--- src/rtl/fetch_pkg.sv ---
// Shared fetch-path definitions: datapath width, reset PC default, NOP encoding
// and the {pc, inst} entry layout buffered between imem and decode.
package fetch_pkg;

  localparam int XLEN = 32;
  localparam logic [31:0] DEFAULT_RESET_PC = 32'h0000_0000;
  localparam logic [31:0] NOP_INST = 32'h0000_0013;

  typedef struct packed {
    logic [XLEN-1:0] pc;
    logic [XLEN-1:0] inst;
  } fetch_entry_t;

endpackage

--- src/rtl/inst_fifo.sv ---
// Synchronous FIFO for fetched instructions; flush wins over push and pop, and
// the head output keeps showing the last presented entry while empty.
module inst_fifo #(
  parameter int DEPTH = 4,
  parameter int WIDTH = 64
) (
  input  logic                         clk,
  input  logic                         rst_n,
  input  logic                         push,
  input  logic [WIDTH-1:0]             push_data,
  input  logic                         pop,
  input  logic                         flush,
  output logic [$clog2(DEPTH):0]       count,
  output logic [WIDTH-1:0]             head
);

  localparam int AW = $clog2(DEPTH);
  localparam int CW = AW + 1;

  logic [WIDTH-1:0] mem [DEPTH];
  logic [AW-1:0]    wr_ptr;
  logic [AW-1:0]    rd_ptr;
  logic [WIDTH-1:0] last_head;
  logic             do_push;
  logic             do_pop;

  assign do_pop  = pop && !flush && (count != '0);
  assign do_push = push && !flush && ((count != CW'(DEPTH)) || do_pop);
  assign head    = (count != '0) ? mem[rd_ptr] : last_head;

  always_ff @(posedge clk) begin
    if (!rst_n || flush) begin
      wr_ptr <= '0;
      rd_ptr <= '0;
      count  <= '0;
    end else begin
      if (do_push) wr_ptr <= wr_ptr + AW'(1);
      if (do_pop)  rd_ptr <= rd_ptr + AW'(1);
      count <= count + CW'(do_push) - CW'(do_pop);
    end
  end

  always_ff @(posedge clk) begin
    if (do_push) mem[wr_ptr] <= push_data;
  end

  // Remember what the consumer last saw so the outputs hold steady when empty.
  always_ff @(posedge clk) begin
    if (!rst_n) begin
      last_head <= '0;
    end else if (count != '0) begin
      last_head <= mem[rd_ptr];
    end
  end

  a_count_bound: assert property (@(posedge clk) disable iff (!rst_n)
    count <= CW'(DEPTH));
  a_no_push_full: assert property (@(posedge clk) disable iff (!rst_n)
    !(push && !flush && (count == CW'(DEPTH))));

endmodule

--- src/rtl/if_prefetch_queue.sv ---
// Instruction-fetch front end: credit-limited sequential imem fetches feeding a
// small FIFO toward decode, with epoch-tagged flush on core redirect.
module if_prefetch_queue #(
  parameter int              DEPTH    = 4,
  parameter int              XLEN     = fetch_pkg::XLEN,
  parameter logic [XLEN-1:0] RESET_PC = XLEN'(fetch_pkg::DEFAULT_RESET_PC)
) (
  input  logic            clk,
  input  logic            rst_n,
  output logic            imem_req,
  output logic [XLEN-1:0] imem_addr,
  input  logic [XLEN-1:0] imem_rdata,
  input  logic            imem_rvalid,
  output logic            inst_valid,
  output logic [XLEN-1:0] inst,
  output logic [XLEN-1:0] inst_pc,
  input  logic            inst_ready,
  input  logic            redirect,
  input  logic [XLEN-1:0] redirect_pc
);

  localparam int CW = $clog2(DEPTH) + 1;

  logic [XLEN-1:0]   fetch_pc;
  logic [XLEN-1:0]   req_pc;
  logic              inflight;
  logic              req_epoch;
  logic              epoch;
  logic [CW-1:0]     count;
  logic [2*XLEN-1:0] head;
  logic              push;
  logic              pop;
  logic              credit_ok;
  logic              unused_redirect_bits;

  assign unused_redirect_bits = ^redirect_pc[1:0];

  // Buffered plus outstanding entries may never exceed the FIFO capacity.
  assign credit_ok  = (count + CW'(inflight)) < CW'(DEPTH);
  assign imem_req   = rst_n && !redirect && credit_ok;
  assign imem_addr  = fetch_pc;
  assign push       = imem_rvalid && inflight && (req_epoch == epoch);
  assign inst_valid = (count != '0);
  assign pop        = inst_valid && inst_ready;
  assign {inst_pc, inst} = head;

  always_ff @(posedge clk) begin
    if (!rst_n) begin
      fetch_pc  <= RESET_PC;
      inflight  <= 1'b0;
      req_pc    <= '0;
      req_epoch <= 1'b0;
      epoch     <= 1'b0;
    end else begin
      if (redirect) begin
        fetch_pc <= {redirect_pc[XLEN-1:2], 2'b00};
        epoch    <= ~epoch;
      end else if (imem_req) begin
        fetch_pc <= fetch_pc + XLEN'(4);
      end
      if (imem_req) begin
        inflight  <= 1'b1;
        req_pc    <= fetch_pc;
        req_epoch <= epoch;
      end else if (imem_rvalid) begin
        inflight <= 1'b0;
      end
    end
  end

  inst_fifo #(
    .DEPTH (DEPTH),
    .WIDTH (2 * XLEN)
  ) u_fifo (
    .clk       (clk),
    .rst_n     (rst_n),
    .push      (push),
    .push_data ({req_pc, imem_rdata}),
    .pop       (pop),
    .flush     (redirect),
    .count     (count),
    .head      (head)
  );

endmodule
--- config.mk ---
export PLATFORM = sky130hd
export DESIGN_NAME = if_prefetch_queue
export DESIGN_NICKNAME = d
export VERILOG_FILES = /design/src/rtl/fetch_pkg.sv /design/src/rtl/inst_fifo.sv /design/src/rtl/if_prefetch_queue.sv
export SDC_FILE = /design/constraint.sdc
export NUM_CORES = 1
export LEC_CHECK = 0
export BUFFER_PORTS_ARGS = -buffer_cell sky130_fd_sc_hd__buf_2
export CORE_AREA = 2 2 128 223
export DETAILED_ROUTE_END_ITERATION = 6
export DIE_AREA = 0 0 130 225
export PLACE_DENSITY = 0.73
export SETUP_SLACK_MARGIN = 0.5
export SLEW_MARGIN = 10
export SYNTH_ARGS = -nofsm -noshare
export SYNTH_HDL_FRONTEND = slang
export SYNTH_SLANG_ARGS = --single-unit
--- constraint.sdc ---
create_clock -name clk -period 9.05 [get_ports clk]
set_input_delay 1.3575 -clock clk [delete_from_list [all_inputs] [get_ports clk]]
set_output_delay 1.3575 -clock clk [all_outputs]
set_load 0.01 [all_outputs]
==> impl_metrics.csv <==
group,metric,value,unit
status,result_of_the_run,"finished, final reports clean",
global_routing,grt_max_degree,71,
critical_path,cp_data_required_time,7.69,ns
place,placedInstanceArea,15900,um^2
cells_and_area,syn_to_final_growth,15.2,%
routing,post_drt_via_cell_ratio,5.32,
critical_path,crit_path_end_kind,"primary output",
clock_network,clk_root_buffer_cell,"clkbuf_16",
cells_and_area,final_nets,1298,
pwr,switching_power,0.701,mW
synthesis,number_of_flops_mapped_to_enable_cells_by_yosys,248,
routing,via_count,8615,
run,max_cap_viol_count,0,
timing,max_slew.worst_pin.slew,1.01,ns
synthesis,postSynthRegisterBits,384,
timing,unrepaired_setup_endpoints_after_global_routing,"false",
timing,timing_max_transition_violations_final,0,
global_routing,grt-ovfl-total,0,
clock_network,cts_num_sinks,384,
floorplanning,top_level_ports,167,
place,gp_congestion,0.857,
timing,setup_viol,0,
timing,timing_hold_violations_final,0,
synthesis,yosysUniqueCellTypes,44,
critical_path,worst_r2r_endpoint,"u_fifo.count[2]",
global_routing,antenna_violations_before_repair,1,
synthesis,synth_flop_cell,"edfxtp_1",
global_routing,grt_pass1_wl,45800,um
routing,routed_wl,29100,um
timing,min_period,4.28,ns
place,place.detailed.hpwl,16900,um
critical_path,timing.critical_path.arrival,2.92,ns
floorplanning,die_area,29300,um^2
worst_hold_path,timing.hold.worst_endpoint,"req_epoch",
floorplanning,design.core.area,27300,um^2
floorplanning,die_height,225,um
timing,slew-limit-headroom,32.9,%
timing,period_share,47.3,%
worst_hold_path,hold_path_stages,2,
pwr,ir_worst_vdd,0.000219,V
pwr,power,3.55,mW
clock_network,cts.clk_slew.worst_paths,0.07,ns
routing,remaining_drc_errors,0,
pwr,leakage,6.41,nW
pwr,p_comb_share,2.9,%
global_routing,grtUsageTotal,20.4,%
timing,fmax,0.234,GHz
cells_and_area,finish.utilization,62.8,%
clock_network,cts_repair_resize_count,0,
clock_network,clock_path_buffers,3,
synthesis,synth.avg_cell_area,13.8,um^2
pwr,seq_power_share,53.6,%
routing,detail-route-antenna-nets,0,
clock_network,tritoncts,"built",
clock_network,clk-insertion-delay-late,0.51,ns
cells_and_area,post_route_cells_drive_above_1_share,24.5,%
synthesis,ys_async_sr_fraction,0,%
synthesis,synthesis.area,14900,um^2
pwr,power.share.clock,43.5,%
clock_network,cts-buffers-inserted,34,
routing,detail_route.first_pass.iterations,4,
routing,detailedRoute.firstIterationViolations,587,
cells_and_area,postLayoutCellArea,17200,um^2
synthesis,yosys_synthesis_warning_count,0,
timing,finClkSkew,0.00842,ns
critical_path,start_kind,"input pin",
worst_hold_path,hold_path_class,"reg -> reg",
global_routing,number_of_global_route_vias_before_repair,8804,
clock_network,ctsHtreeMaxLevel,2,
synthesis,postSynthCellCount,1080,
timing,totalNegativeSetupSlack,0,ns
floorplanning,floorplan.initialDensity,54.5,%
critical_path,setup.reg_to_reg.worst_slack,6.48,ns
synthesis,synth-seq-area-share,68.3,%
clock_network,ctsHoldBuffers,0,
pwr,netSwitchingFraction,19.8,%
clock_network,post_cts_setup_buffers,0,
worst_hold_path,worst_hold_startpoint,"req_epoch",
critical_path,worst_r2r_startpoint,"u_fifo.count[2]",
floorplanning,core.rowCount,80,
critical_path,critical_path_peak_fanout,70,
critical_path,worst-r2r-cell-count,10,
pwr,intPower,2.85,mW
place,placement.io_buffers,162,
critical_path,critPathKind,"in -> out",
routing,drt-wirelength-per-cell,18.0,um
pwr,power-per-cell-area,207,nW/um^2
floorplanning,die_x,130,um
worst max path at each step:
stage	startpoint	end	slack (ns)	depth (start not counted)
floorplan	redirect	u_fifo.mem[0][0]	4.93	6
finish	rst_n	imem_req	4.77	5
global route	register	inst[27]	4.53	5
detailed placement	rst_n	imem_req	4.77	5
CTS	register	inst[20]	4.66	5
global placement	rst_n	imem_req	4.80	5
worst max-delay path, cell delays in order:
cell and delay [ns]:
buf_4 0.54, nor2b_1 0.23, nand2_1 0.09, inv_2 0.43, buf_2 0.24
registers in the layout (all words and copies together), names as in the netlist, named ones only:
signal and cells:
imem_addr 30, u_fifo.count 3, req_epoch 1, epoch 1, u_fifo.last_head 64, u_fifo.mem 248
inflight 1, req_pc 30, u_fifo.wr_ptr 2, u_fifo.rd_ptr 2
per-layer routing:
layer | GRT usage [%] | up-vias | part of all wire, %
met5 | 0 | - | 0
met4 | 7.73 | 0 | 3.1
met3 | 3.04 | 46 | 3.9
met2 | 37.6 | 209 | 54
met1 | 23.6 | 4224 | 39
li1 | - | 4136 | -
placed cells by master (no fill, tap or decap), types with 11 or more instances in the layout:
cell type	instances
dfxtp_1	134
o21ai_0	24
and2_1	66
a21boi_1	33
o21ai_1	11
clkbuf_16	37
nand2_1	280
xnor2_1	12
nand3_1	16
xor2_1	23
buf_2	161
a21oi_1	17
edfxtp_1	248
nand4_1	15
mux4_2	62
nor2_1	14
logic make-up after synthesis:
kind of cell / Yosys count / synth area share [%]
compound gates: 91 / 3.76
xor+xnor: 37 / 2.28
fa+ha+maj: 7 / 0.638
buf+inv: 71 / 2.19
flops: 384 / 68.3
mux: 63 / 9.44
other cells: 1 / 0.0252
simple gates: 426 / 13.4
power by group through the flow:
stage | logic [mW] | clock network [mW] | registers (mW)
final | 0.105 | 1.54 | 1.90
after global routing | 0.117 | 1.64 | 1.90
after CTS | 0.106 | 1.58 | 1.90
after detailed placement | 0.105 | 0 | 1.94
after global placement | 0.103 | 0 | 1.94
after floorplan | 0.0577 | 0 | 1.94
Yosys cell counts (2+ instances only):
cell | instances | area share, %
xor2_1 | 23 | 1.4
nor3_1 | 6 | 0.20
buf_2 | 24 | 0.81
nand4_2 | 3 | 0.25
nand2_1 | 280 | 7.1
inv_1 | 5 | 0.13
nand4_1 | 15 | 0.63
nand2b_1 | 2 | 0.084
and4_1 | 4 | 0.24
nor2_1 | 14 | 0.35
mux4_2 | 62 | 9.4
nor4_2 | 4 | 0.34
ha_1 | 6 | 0.50
and2_1 | 70 | 2.9
xnor2_1 | 12 | 0.71
buf_4 | 8 | 0.40
edfxtp_1 | 248 | 50
and3_1 | 4 | 0.17
dfxtp_1 | 136 | 18
nand3_1 | 16 | 0.54
nor2b_1 | 2 | 0.084
a21boi_1 | 33 | 1.7
clkbuf_1 | 32 | 0.81
o21ai_0 | 24 | 0.81
a21oi_1 | 17 | 0.57
o21ai_1 | 11 | 0.37
inv_2 | 2 | 0.050
per-stage QoR:
step                worst slack [ns]  cells  hold slack [ns]
floorplan                       4.93   1081            0.444
global placement                4.80   1555            0.455
detailed placement              4.77   1555            0.462
CTS                             4.66   1617            0.472
global route                    4.53   1618            0.492
finish                          4.77   1618            0.473
area by class of cell:
cell class | count | area [um^2]
multi-input cells | 626 | 4420
diodes | 1 | 2.50
well taps | 369 | 462
inverters | 7 | 26.3
clock buffers | 48 | 1020
fillers | 2086 | 10200
flip-flops and latches | 384 | 10200
repair buffers | 169 | 866
clock inverters | 14 | 193
Note: power is estimated with default switching activity, not from simulation.
